$ cat config.mk
export PLATFORM = sky130hd
export DESIGN_NAME = uart_tx_buffered
export DESIGN_NICKNAME = d
export VERILOG_FILES = /design/src/rtl/uart_pkg.sv /design/src/rtl/sync_fifo.sv /design/src/rtl/uart_tx_buffered.sv
export SDC_FILE = /design/constraint.sdc
export NUM_CORES = 1
export LEC_CHECK = 0
export ABC_CLOCK_PERIOD_IN_PS = 8300
export CAP_MARGIN = 20
export CORE_ASPECT_RATIO = 1.1
export CORE_MARGIN = 2
export CORE_UTILIZATION = 40
export CTS_CLUSTER_SIZE = 10
export DETAILED_ROUTE_END_ITERATION = 10
export GPL_ROUTABILITY_DRIVEN = 0
export SYNTH_ARGS = -nofsm -noshare
export SYNTH_HDL_FRONTEND = slang
export SYNTH_SLANG_ARGS = --single-unit
$ cat constraint.sdc
create_clock -name CLK50M -period 8.3 [get_ports CLK50M]
set_clock_uncertainty 0.2 [all_clocks]
set_input_delay 1.66 -clock CLK50M [delete_from_list [all_inputs] [get_ports CLK50M]]
set_output_delay 1.66 -clock CLK50M [all_outputs]
set_load 0.02 [all_outputs]
$ cat src/rtl/uart_pkg.sv
// Shared UART constants and transmitter state encoding.
// Used by the buffered transmitter and intended for the future receive path.
package uart_pkg;

    localparam int unsigned CLKS_PER_BIT_9600 = 5208;
    localparam int unsigned DATA_BITS         = 8;
    localparam logic        STOP_LEVEL        = 1'b1;
    localparam logic        START_LEVEL       = 1'b0;

    typedef enum logic [1:0] {
        TX_IDLE  = 2'd0,
        TX_START = 2'd1,
        TX_DATA  = 2'd2,
        TX_STOP  = 2'd3
    } tx_state_t;

endpackage

$ cat src/rtl/sync_fifo.sv
// Single-clock circular FIFO with occupancy output.
// Pointers carry one extra MSB so a full FIFO is distinguishable from an empty one.
module sync_fifo #(
    parameter int unsigned WIDTH = 8,
    parameter int unsigned DEPTH = 16,
    parameter int unsigned AW    = 4
) (
    input  logic             clk_i,
    input  logic             rst_ni,
    input  logic             wr_en_i,
    input  logic [WIDTH-1:0] wr_data_i,
    input  logic             rd_en_i,
    output logic [WIDTH-1:0] rd_data_o,
    output logic             full_o,
    output logic             empty_o,
    output logic [AW:0]      level_o
);

    logic [WIDTH-1:0] mem_q [DEPTH];
    logic [AW:0]      wr_ptr_q, wr_ptr_d;
    logic [AW:0]      rd_ptr_q, rd_ptr_d;
    logic             do_wr, do_rd;

    assign level_o   = wr_ptr_q - rd_ptr_q;
    assign full_o    = (level_o == (AW+1)'(DEPTH));
    assign empty_o   = (level_o == '0);
    assign rd_data_o = mem_q[rd_ptr_q[AW-1:0]];

    // Overflowing writes and underflowing reads are ignored here, not by the caller.
    assign do_wr = wr_en_i && !full_o;
    assign do_rd = rd_en_i && !empty_o;

    always_comb begin
        wr_ptr_d = wr_ptr_q;
        rd_ptr_d = rd_ptr_q;
        if (do_wr) wr_ptr_d = wr_ptr_q + {{AW{1'b0}}, 1'b1};
        if (do_rd) rd_ptr_d = rd_ptr_q + {{AW{1'b0}}, 1'b1};
    end

    always_ff @(posedge clk_i or negedge rst_ni) begin
        if (!rst_ni) begin
            wr_ptr_q <= '0;
            rd_ptr_q <= '0;
        end else begin
            wr_ptr_q <= wr_ptr_d;
            rd_ptr_q <= rd_ptr_d;
        end
    end

    always_ff @(posedge clk_i) begin
        if (do_wr) mem_q[wr_ptr_q[AW-1:0]] <= wr_data_i;
    end

endmodule

$ cat src/rtl/uart_tx_buffered.sv
// Buffered 8N1 UART transmitter: CPU writes bytes into a FIFO, a bit-timing FSM
// serialises them LSB first onto TXD.
module uart_tx_buffered
    import uart_pkg::*;
#(
    parameter int unsigned CLKS_PER_BIT = CLKS_PER_BIT_9600,
    parameter int unsigned FIFO_DEPTH   = 16,
    parameter int unsigned FIFO_AW      = 4
) (
    input  logic               CLK50M,
    input  logic               n_RST,
    input  logic [7:0]         WR_DATA,
    input  logic               WR_EN,
    output logic               FULL,
    output logic               EMPTY,
    output logic [FIFO_AW:0]   LEVEL,
    output logic               BUSY,
    output logic               TXD
);

    localparam int unsigned CntW = $clog2(CLKS_PER_BIT + 1);
    localparam logic [CntW-1:0] CntTc = CntW'(CLKS_PER_BIT - 1);
    localparam logic [2:0]      IdxLast = 3'(DATA_BITS - 1);

    tx_state_t       state_q, state_d;
    logic [CntW-1:0] cnt_q, cnt_d;
    logic [2:0]      idx_q, idx_d;
    logic [7:0]      shift_q, shift_d;
    logic            pop;
    logic            tc;
    logic [7:0]      fifo_rd_data;

    sync_fifo #(
        .WIDTH (8),
        .DEPTH (FIFO_DEPTH),
        .AW    (FIFO_AW)
    ) u_fifo (
        .clk_i     (CLK50M),
        .rst_ni    (n_RST),
        .wr_en_i   (WR_EN),
        .wr_data_i (WR_DATA),
        .rd_en_i   (pop),
        .rd_data_o (fifo_rd_data),
        .full_o    (FULL),
        .empty_o   (EMPTY),
        .level_o   (LEVEL)
    );

    assign tc = (cnt_q == CntTc);

    always_comb begin
        state_d = state_q;
        cnt_d   = cnt_q + CntW'(1);
        idx_d   = idx_q;
        shift_d = shift_q;
        pop     = 1'b0;
        unique case (state_q)
            TX_IDLE: begin
                cnt_d = '0;
                if (!EMPTY) begin
                    pop     = 1'b1;
                    shift_d = fifo_rd_data;
                    state_d = TX_START;
                end
            end
            TX_START: begin
                if (tc) begin
                    cnt_d   = '0;
                    idx_d   = '0;
                    state_d = TX_DATA;
                end
            end
            TX_DATA: begin
                if (tc) begin
                    cnt_d   = '0;
                    shift_d = shift_q >> 1;
                    idx_d   = idx_q + 3'd1;
                    if (idx_q == IdxLast) state_d = TX_STOP;
                end
            end
            TX_STOP: begin
                if (tc) begin
                    cnt_d   = '0;
                    state_d = TX_IDLE;
                end
            end
            default: state_d = TX_IDLE;
        endcase
    end

    always_ff @(posedge CLK50M or negedge n_RST) begin
        if (!n_RST) begin
            state_q <= TX_IDLE;
            cnt_q   <= '0;
            idx_q   <= '0;
            shift_q <= '0;
        end else begin
            state_q <= state_d;
            cnt_q   <= cnt_d;
            idx_q   <= idx_d;
            shift_q <= shift_d;
        end
    end

    // Decoded from the async-reset state register so reset forces the line idle at once.
    always_comb begin
        TXD = STOP_LEVEL;
        unique case (state_q)
            TX_IDLE:  TXD = STOP_LEVEL;
            TX_START: TXD = START_LEVEL;
            TX_DATA:  TXD = shift_q[0];
            TX_STOP:  TXD = STOP_LEVEL;
            default:  TXD = STOP_LEVEL;
        endcase
    end

    assign BUSY = (state_q != TX_IDLE);

endmodule

==> out/results.tsv, run 1 <==
metric	value	unit
area of the core	17100	sq um
final core utilization	47.0	%
routed via count	3741	
Area Growth Syn to Fin	14.1	%
final slew viol count	0	
Worst EP arrival	3.72	ns
Final Hold Viols	0	
Total GRT Usage	16.9	%
Synth Register Bits	164	
hold-fix buffers at CTS	0	
hpwl dp	9.22	mm
cell at the slowest stage of the critical path	dfrtp_1	
Vias/cell	5.32	
setup tns final	0	ns
most frequent cell after synthesis	edfxtp_1	
Reg power frac	37.1	%
antenna violations before repair	0	
crit end category	output port	
worst min path class	flip-flop to flip-flop	
Initial Util	41.2	%
# setup viols final	0	
VDD IR max	0.175	mV
CTS clk-pin slew, worst paths	0.07	ns
Post-CTS Setup Inserts	0	
die footprint	18800	sq um
DR WL met2	7.56	mm
largest net degree at the start of global routing	50	
P_leak	2.97	nW
DR top layer	met4	
vias in the first global route	3933	
RSZ-0062 raised after global routing	false	
Relative slew margins	28.1	%
Clock Power Share	25.8	%
Distinct cells, synth	49	
io pins	20	
first-pass GRT wire length	22.7	mm
top cells by area, synth	edfxtp_1 54%, dfrtp_1 13%, mux4_2 6.1%	
Period minus WS final	5.58	ns
worst stage delay on the critical path	1.05	ns
Rows	50	
final worst path period share	67.2	%
Clk Latency, worst-skew pair	0.42	ns
H-tree Lvls	4	
max-cap violations	0	
most instantiated cells after synthesis	128 x edfxtp_1, 36 x dfrtp_1, 36 x mux2i_1	
wire per inst	20.3	um
sw power	0.00105	W
final wirelength	14.3	mm
CTS buffer count	17	
Synth Net Count	461	
Comb pwr share	37.0	%
EDFF count, synth	128	
Crit Path Class	flip-flop to output port	
# diodes	0	
Synth Flop Type	edfxtp_1	
ys async rst share	22.0	%
Max Fclk	179	MHz
TritonCTS clock tree	yes	
Die Wd	131	um
Antenna Violating Nets Remaining	0	
Worst EP required	6.44	ns
sequential share of the synthesized area	67.1	%
met1 WL	6.05	mm
TritonRoute pass-1 iters	4	
clk root buf	clkbuf_16	
Design Power	0.00301	W
Mapped Area	7070	sq um
die height	143	um
Synth warnings	0	
clk buf depth	2	
Sw Ratio	35.0	%
Worst-Margin Slew	1.08	ns
clk sinks	164	
# port buffers	19	
routed wl met3	485	um
Iter 0 DRT Violations	302	
fin nets	485	
drc violations	0	
post-synthesis cell count	432	
Mean Syn Cell Area	16.4	sq um
CP Launch Type	flip-flop	
critical path, cell by cell	inv_1 -> fa_1 -> nand3b_1 -> a211o_1 -> a211oi_2 -> clkdlybuf4s50_1	
pwr dens	373	nW/um^2
layout cells sized above 1	15.4	%
P_int	0.00195	W
Synth area leader	edfxtp_1	
cts repair resizes	0	
top cell type's share of synthesized area	54.4	%
GRT overflow	0	
crit path max fanout	25	
status	completed	
power groups by stage:
stage          registers [W]  clock network [W]  logic [W]
5_1_grt              0.00113           0.000834    0.00122
3_3_place_gp         0.00113                  0    0.00110
6_report             0.00112           0.000777    0.00111
3_5_place_dp         0.00113                  0    0.00112
4_1_cts              0.00112           0.000788    0.00113
2_1_floorplan        0.00109                  0   0.000831
metal layers:
layer / GRT usage, % / up-vias
met4: 5.26 / 0
met1: 21.5 / 1960
met2: 28.8 / 57
li1: - / 1714
met3: 3.72 / 10
met5: 0 / -
per-stage QoR:
step	setup slack, ns	hold WS (ns)	std cells	instance area (sq um)
final	2.72	0.299	703	8060
after global routing	2.46	0.320	703	8060
after CTS	2.69	0.296	703	8060
after detailed placement	3.13	0.284	671	7470
after global placement	3.25	0.297	671	7470
after floorplan	3.95	0.257	432	7070
layout by cell type, fill, tap and decap left out, drive strengths merged, types with 2 or more instances in the layout:
cell	synthesis	routed
a22o	2	2
nand2	13	13
and2	7	7
nand3b	2	2
xor2	9	9
clkbuf	7	18
mux2	11	11
dfrtp	36	36
ha	17	17
inv	14	20
clkdlybuf4s50	0	18
buf	8	2
or3	2	2
or2	2	2
xnor2	11	11
and3	16	16
nand2b	3	3
a32oi	7	7
nand4b	2	2
nor3b	2	2
a21oi	13	13
nor3	5	5
clkinv	0	6
mux2i	36	36
nand4	2	2
a22oi	7	7
edfxtp	128	128
nand3	9	9
nor2	16	16
nor2b	4	4
mux4	19	19
o21ai	10	10
flip-flops by register name (all words and copies together), names as in the netlist:
register,cells
u_fifo.mem_q,128
cnt_q,13
shift_q,8
u_fifo.rd_ptr_q,5
u_fifo.wr_ptr_q,5
idx_q,3
state_q,2
worst max-delay path, delay by kind of cell (launching register included):
family          cells  cell delay (ns)
compound gates      2             0.60
flops               1             1.05
buf+inv             2             0.88
fa+ha+maj           1             0.57
simple gates        1             0.19
final timing paths:
check	start	to	slack, ns	depth (start not counted)
setup / recovery	u_fifo.rd_ptr_q[1]$_DFFE_PN0P_	FULL	2.72	6
hold / removal	u_fifo.wr_ptr_q[4]$_DFFE_PN0P_	u_fifo.wr_ptr_q[4]$_DFFE_PN0P_	0.30	1
setup reg to reg	u_fifo.rd_ptr_q[1]$_DFFE_PN0P_	u_fifo.mem_q[5][2]$_DFFE_PP_	4.00	7
hold reg to reg	u_fifo.wr_ptr_q[4]$_DFFE_PN0P_	u_fifo.wr_ptr_q[4]$_DFFE_PN0P_	0.30	1
max in group asynchronous	n_RST	u_fifo.rd_ptr_q[0]$_DFFE_PN0P_	6.18	1
min in group asynchronous	n_RST	cnt_q[11]$_DFF_PN0_	1.14	1
cell type report:
| type | count | area [sq um] |
|---|---|---|
| flip-flops and latches | 164 | 4750 |
| repair buffers | 20 | 193 |
| multi-input cells | 239 | 2180 |
| well taps | 234 | 293 |
| clock inverters | 14 | 168 |
| inverters | 14 | 52.6 |
| clock buffers | 18 | 429 |
| fillers | 1503 | 9080 |
cells by family after synthesis:
logic type      count (synthesis)  share of synthesized area [%]
flops                         164                           67.1
simple gates                   90                           7.15
mux                            66                           13.3
compound gates                 45                           4.69
buf+inv                        29                           2.00
xor+xnor                       20                           2.48
fa+ha+maj                      18                           3.29
Power figures use the tool's default switching activity.
==> run 2, diff against run 1 <==
--- a/config.mk
+++ b/config.mk
@@ -5,7 +5,7 @@
 export SDC_FILE = /design/constraint.sdc
 export NUM_CORES = 1
 export LEC_CHECK = 0
-export ABC_CLOCK_PERIOD_IN_PS = 8300
+export ABC_CLOCK_PERIOD_IN_PS = 5300
 export CAP_MARGIN = 20
 export CORE_ASPECT_RATIO = 1.1
 export CORE_MARGIN = 2
==> constraint.sdc (replaced) <==
create_clock -name CLK50M -period 5.3 [get_ports CLK50M]
set_clock_uncertainty 0.2 [all_clocks]
set_input_delay 1.06 -clock CLK50M [delete_from_list [all_inputs] [get_ports CLK50M]]
set_output_delay 1.06 -clock CLK50M [all_outputs]
set_load 0.02 [all_outputs]
==> out/results.tsv, run 2 (synthesis results as in run 1) <==
metric	value	unit	change
status	completed		
H-tree Lvls	4		unchanged
Final Hold Viols	0		unchanged
Iter 0 DRT Violations	238		-21%
hpwl dp	9.04	mm	-2.0%
cts repair resizes	0		unchanged
GRT overflow	0		unchanged
most repeated library cell on the critical path	inv_1		
pwr dens	592	nW/um^2	+59%
Largest register FFs	128		unchanged
Clk Latency, worst-skew pair	0.42	ns	about the same
VDD IR max	0.298	mV	+71%
Reg power frac	35.8	%	-1.3 points
Period minus WS final	4.41	ns	
cell at the slowest stage of the critical path	clkdlybuf4s50_1		
final worst path period share	83.1	%	
Initial Util	41.2	%	unchanged
Total GRT Usage	16.4	%	-0.46 points
Area Growth Syn to Fin	14.4	%	
Multi-input gate area	2180	sq um	unchanged
vias in the first global route	3832		-2.6%
Comb pwr share	37.6	%	+0.6 points
io pins	20		unchanged
final wirelength	14.1	mm	-0.95%
fillers	1503		unchanged
Rows	50		unchanged
area of the core	17100	sq um	unchanged
Sw Ratio	33.6	%	-1.5 points
die height	143	um	unchanged
clk buf depth	2		unchanged
P_leak	2.98	nW	+0.40%
max-cap violations	0		unchanged
TritonCTS clock tree	yes		
# setup viols final	0		unchanged
hold-fix buffers at CTS	0		unchanged
Relative slew margins	37.6	%	+9.5 points
commonest non-fill, non-tap cells in the layout	128 x edfxtp_1, 36 x mux2i_1, 35 x dfrtp_1, 19 x mux4_2, 18 x clkdlybuf4s50_1		
setup tns final	0	ns	unchanged
P_int	0.00318	W	+63%
Worst-Margin Slew	0.936	ns	-0.143 ns
drc violations	0		unchanged
Final Hold Slack	0.310	ns	+0.0116 ns
first-pass GRT wire length	22.1	mm	-2.5%
Max Fclk	227	MHz	
worst min path class	flip-flop to flip-flop		
die footprint	18800	sq um	unchanged
CTS buffer count	17		unchanged
Antenna Violating Nets Remaining	0		unchanged
Worst EP arrival	3.15	ns	-0.57 ns
# diodes	0		unchanged
clk sinks	164		unchanged
Worst EP required	4.04	ns	-2.40 ns
Crit Path Class	flip-flop to output port		
final slew viol count	0		unchanged
# port buffers	19		unchanged
critical path, cell by cell	inv_1 -> ha_1 -> inv_1 -> fa_1 -> nand3b_1 -> a211o_1 -> a211oi_2 -> clkdlybuf4s50_1		
Die Wd	131	um	unchanged
largest net degree at the start of global routing	50		unchanged
CP Launch Type	flip-flop		
FF+latch area	4750	sq um	unchanged
Clock Power Share	26.6	%	+0.8 points
CTS clk-pin slew, worst paths	0.06	ns	about the same
layout cells sized above 1	15.1	%	-0.21 points
TritonRoute pass-1 iters	4		unchanged
routed via count	3646		-2.5%
RSZ-0062 raised after global routing	false		
fin nets	486		+0.21%
crit end category	output port		
worst stage delay on the critical path	0.67	ns	-0.38 ns
crit path max fanout	5		-80%
Vias/cell	5.19		-2.5%
wire per inst	20.1	um	-0.95%
Design Power	0.00478	W	+59%
most common cell after layout, fill and taps aside	edfxtp_1		
antenna violations before repair	0		unchanged
clk root buf	clkbuf_16		
sw power	0.00161	W	+52%
Post-CTS Setup Inserts	0		unchanged
## run 2: cell count changes in the layout (fill, tap and decap cells not counted), sizes merged
cell	delta
bufinv	+3
clkinv	-1
clkinvlp	+1
inv	-4
buf	+1
## run 2: power groups by stage
stage,Sequential (W),Clock (W),Combinational [W]
after CTS,0.00171,0.00129,0.00182
after detailed placement,0.00174,0,0.00181
after global placement,0.00173,0,0.00178
final,0.00171,0.00127,0.00180
after global routing,0.00173,0.00136,0.00195
after floorplan,0.00170,0,0.00130
## run 2: per-stage QoR
step / util (%) / instance area (sq um) / worst slack, ns / cells
2_1_floorplan: - / 7070 / 1.55 / 432
3_3_place_gp: 43.6 / 7470 / 1.44 / 672
3_5_place_dp: 43.6 / 7470 / 1.32 / 672
4_1_cts: 47.2 / 8090 / 0.879 / 703
5_1_grt: 47.2 / 8090 / 0.716 / 703
6_report: 47.2 / 8090 / 0.894 / 703
## run 2: path summary, 6_finish.rpt
check,start,to,slack (ns),depth (start not counted)
worst max-delay path,u_fifo.wr_ptr_q[0]$_DFFE_PN0P_,FULL,0.89,8
worst min-delay path,u_fifo.wr_ptr_q[4]$_DFFE_PN0P_,u_fifo.wr_ptr_q[4]$_DFFE_PN0P_,0.31,1
worst max register to register,u_fifo.wr_ptr_q[0]$_DFFE_PN0P_,u_fifo.mem_q[1][2]$_DFFE_PP_,1.62,9
worst min register to register,u_fifo.wr_ptr_q[4]$_DFFE_PN0P_,u_fifo.wr_ptr_q[4]$_DFFE_PN0P_,0.31,1
max in group asynchronous,n_RST,u_fifo.rd_ptr_q[0]$_DFFE_PN0P_,3.77,1
min in group asynchronous,n_RST,cnt_q[5]$_DFF_PN0_,0.54,1
## run 2: area by class of cell
type | instances | share of cell area, %
timing repair buffer | 21 | 2.48
multi-input combinational | 239 | 27.0
tap | 234 | 3.62
clock buffer | 18 | 5.31
clock inverter | 13 | 2.26
inverter | 14 | 0.650
sequential | 164 | 58.7
## run 2: metal layers
metal / track usage (%) / wire length [um]
met4: 6.27 / 246
met2: 28.1 / 7380
met1: 20.5 / 6050
met5: 0 / 0
met3: 3.28 / 444
## run 2: worst max-delay path: cells and delay by family (launching register included)
| family | cells | cell delay, ns |
|---|---|---|
| buf+inv | 3 | 0.87 |
| compound gates | 2 | 0.61 |
| fa+ha+maj | 2 | 0.65 |
| simple gates | 1 | 0.19 |
| flops | 1 | 0.41 |
==> run 3, diff against run 2 <==
--- a/config.mk
+++ b/config.mk
@@ -5,7 +5,7 @@
 export SDC_FILE = /design/constraint.sdc
 export NUM_CORES = 1
 export LEC_CHECK = 0
-export ABC_CLOCK_PERIOD_IN_PS = 5300
+export ABC_CLOCK_PERIOD_IN_PS = 4000
 export CAP_MARGIN = 20
 export CORE_ASPECT_RATIO = 1.1
 export CORE_MARGIN = 2
==> constraint.sdc (replaced) <==
create_clock -name CLK50M -period 4 [get_ports CLK50M]
set_clock_uncertainty 0.2 [all_clocks]
set_input_delay 0.8 -clock CLK50M [delete_from_list [all_inputs] [get_ports CLK50M]]
set_output_delay 0.8 -clock CLK50M [all_outputs]
set_load 0.02 [all_outputs]
==> out/results.tsv, run 3 (synthesis results as in run 1) <==
metric	value	unit	change
Worst EP required	3.00	ns	-1.04 ns
hpwl dp	9.22	mm	+2.0%
setup tns final	0	ns	unchanged
largest net degree at the start of global routing	50		unchanged
final worst path period share	95.8	%	
max-cap violations	0		unchanged
TritonCTS clock tree	yes		
clk root buf	clkbuf_16		
final wirelength	14.2	mm	+0.88%
Post-DP Area	7480	sq um	+0.10%
Period minus WS final	3.83	ns	
Max Fclk	261	MHz	
GRT overflow	0		unchanged
Vias/cell	5.23		+0.93%
post-route cell area	8100	sq um	+0.19%
met2 Usage GRT	27.7	%	-0.36 points
Worst EP arrival	2.83	ns	-0.32 ns
layer with the highest usage	met2		
Final Hold Slack	0.290	ns	-0.0206 ns
wire per inst	20.1	um	+0.31%
VDD IR max	0.405	mV	+36%
RSZ-0062 raised after global routing	true		
Multi-input gate area	2190	sq um	+0.34%
antenna violations before repair	0		unchanged
M3 GR Usage	3.95	%	+0.67 points
Clk Latency, worst-skew pair	0.42	ns	about the same
Area Growth Syn to Fin	14.6	%	
crit end category	output port		
reg-to-reg slack, setup	0.54	ns	-1.08 ns
Die Wd	131	um	unchanged
fin nets	489		+0.62%
Largest register FFs	128		unchanged
vias in the first global route	3812		-0.52%
status	completed		
Rows	50		unchanged
# diodes	0		unchanged
Reg2Reg Launch Point	u_fifo.wr_ptr_q[0]$_DFFE_PN0P_		
first-pass GRT wire length	22.1	mm	-0.25%
die height	143	um	unchanged
Relative slew margins	40.0	%	+2.4 points
area of the core	17100	sq um	unchanged
Worst-Margin Slew	0.900	ns	-0.0358 ns
clk sinks	164		unchanged
clk buf depth	2		unchanged
Final Instance Count excl. Fillers	707		+0.57%
pwr dens	779	nW/um^2	+32%
fillers	1510		+0.47%
Initial Util	41.2	%	unchanged
crit path max fanout	7		+2
io pins	20		unchanged
P_leak	3.00	nW	+0.58%
TritonRoute pass-1 iters	5		+1
Total GRT Usage	16.4	%	+0.036 points
die footprint	18800	sq um	unchanged
final slew viol count	0		unchanged
R2R Path End	u_fifo.mem_q[3][3]$_DFFE_PP_		
worst min path class	primary input to asynchronous set/reset pin		
most common cell after layout, fill and taps aside	edfxtp_1		
Antenna Violating Nets Remaining	0		unchanged
routing usage on met1	20.5	%	+0.065 points
layout cells sized above 1	16.1	%	+0.93 points
Design Power	0.00631	W	+32%
cells on worst reg2reg path	11		+2
Iter 0 DRT Violations	211		-11%
# setup viols final	0		unchanged
Final Hold Viols	0		unchanged
hold-fix buffers at CTS	0		unchanged
routed via count	3701		+1.5%
H-tree Lvls	4		unchanged
drc violations	0		unchanged
# port buffers	19		unchanged
CTS buffer count	17		unchanged
Crit Path Class	flip-flop to output port		
commonest non-fill, non-tap cells in the layout	128 x edfxtp_1, 36 x mux2i_1, 35 x dfrtp_1, 19 x mux4_2		
Inst Count DP	673		+0.15%
FF+latch area	4750	sq um	unchanged
CTS clk-pin slew, worst paths	0.07	ns	about the same
CP Launch Type	flip-flop		
## run 3: per-stage QoR
stage / worst slack, ns / util [%]
2_1_floorplan: 0.419 / -
3_3_place_gp: 0.381 / 43.6
3_5_place_dp: 0.261 / 43.6
4_1_cts: 0.102 / 47.1
5_1_grt: -0.000563 / 47.3
6_report: 0.168 / 47.3
## run 3: worst max-delay path by stage
stage / start / end / slack, ns / cells past startpoint
final: u_fifo.wr_ptr_q[0]$_DFFE_PN0P_ / EMPTY / 0.17 / 9
after global placement: u_fifo.wr_ptr_q[0]$_DFFE_PN0P_ / FULL / 0.38 / 8
after CTS: u_fifo.wr_ptr_q[0]$_DFFE_PN0P_ / FULL / 0.10 / 8
after detailed placement: u_fifo.wr_ptr_q[0]$_DFFE_PN0P_ / FULL / 0.26 / 8
after global routing: u_fifo.wr_ptr_q[0]$_DFFE_PN0P_ / EMPTY / -0.0006 / 9
after floorplan: u_fifo.rd_ptr_q[1]$_DFFE_PN0P_ / u_fifo.mem_q[12][0]$_DFFE_PP_ / 0.42 / 10
## run 3: cell type report
type,count,share of cell area [%]
Sequential cell,164,58.6
Multi-Input combinational cell,239,27.0
Clock buffer,18,5.30
Tap cell,234,3.61
Timing Repair Buffer,24,2.73
Clock inverter,14,2.08
Inverter,14,0.649
## run 3: critical path, cell delays in order, from the launching register on
cell and delay [ns]:
dfrtp_1 0.41, inv_1 0.15, ha_1 0.18, inv_1 0.05
fa_1 0.49, nand3b_1 0.18, a211o_1 0.29, a2bb2o_4 0.28
inv_1 0.05, dlygate4sd2_1 0.32
## run 3: metal layers
metal  wire (um)  vias up
li1            -     1714
met2        7430       53
met3         406       16
met1        6180     1918
met5           0        -
met4         223        0
## run 3: where the power goes
| part | switching (W) | internal, W | total (W) |
|---|---|---|---|
| clock | 0.000694 | 0.000939 | 0.00163 |
| combinational | 0.00134 | 0.00107 | 0.00241 |
| sequential | 0.000150 | 0.00212 | 0.00226 |
## run 3: repair_timing
action,CTS,global route
pin swaps,0,1
setup buffers,0,2
gates resized for setup,2,2
endpoints found under the setup margin,2,1
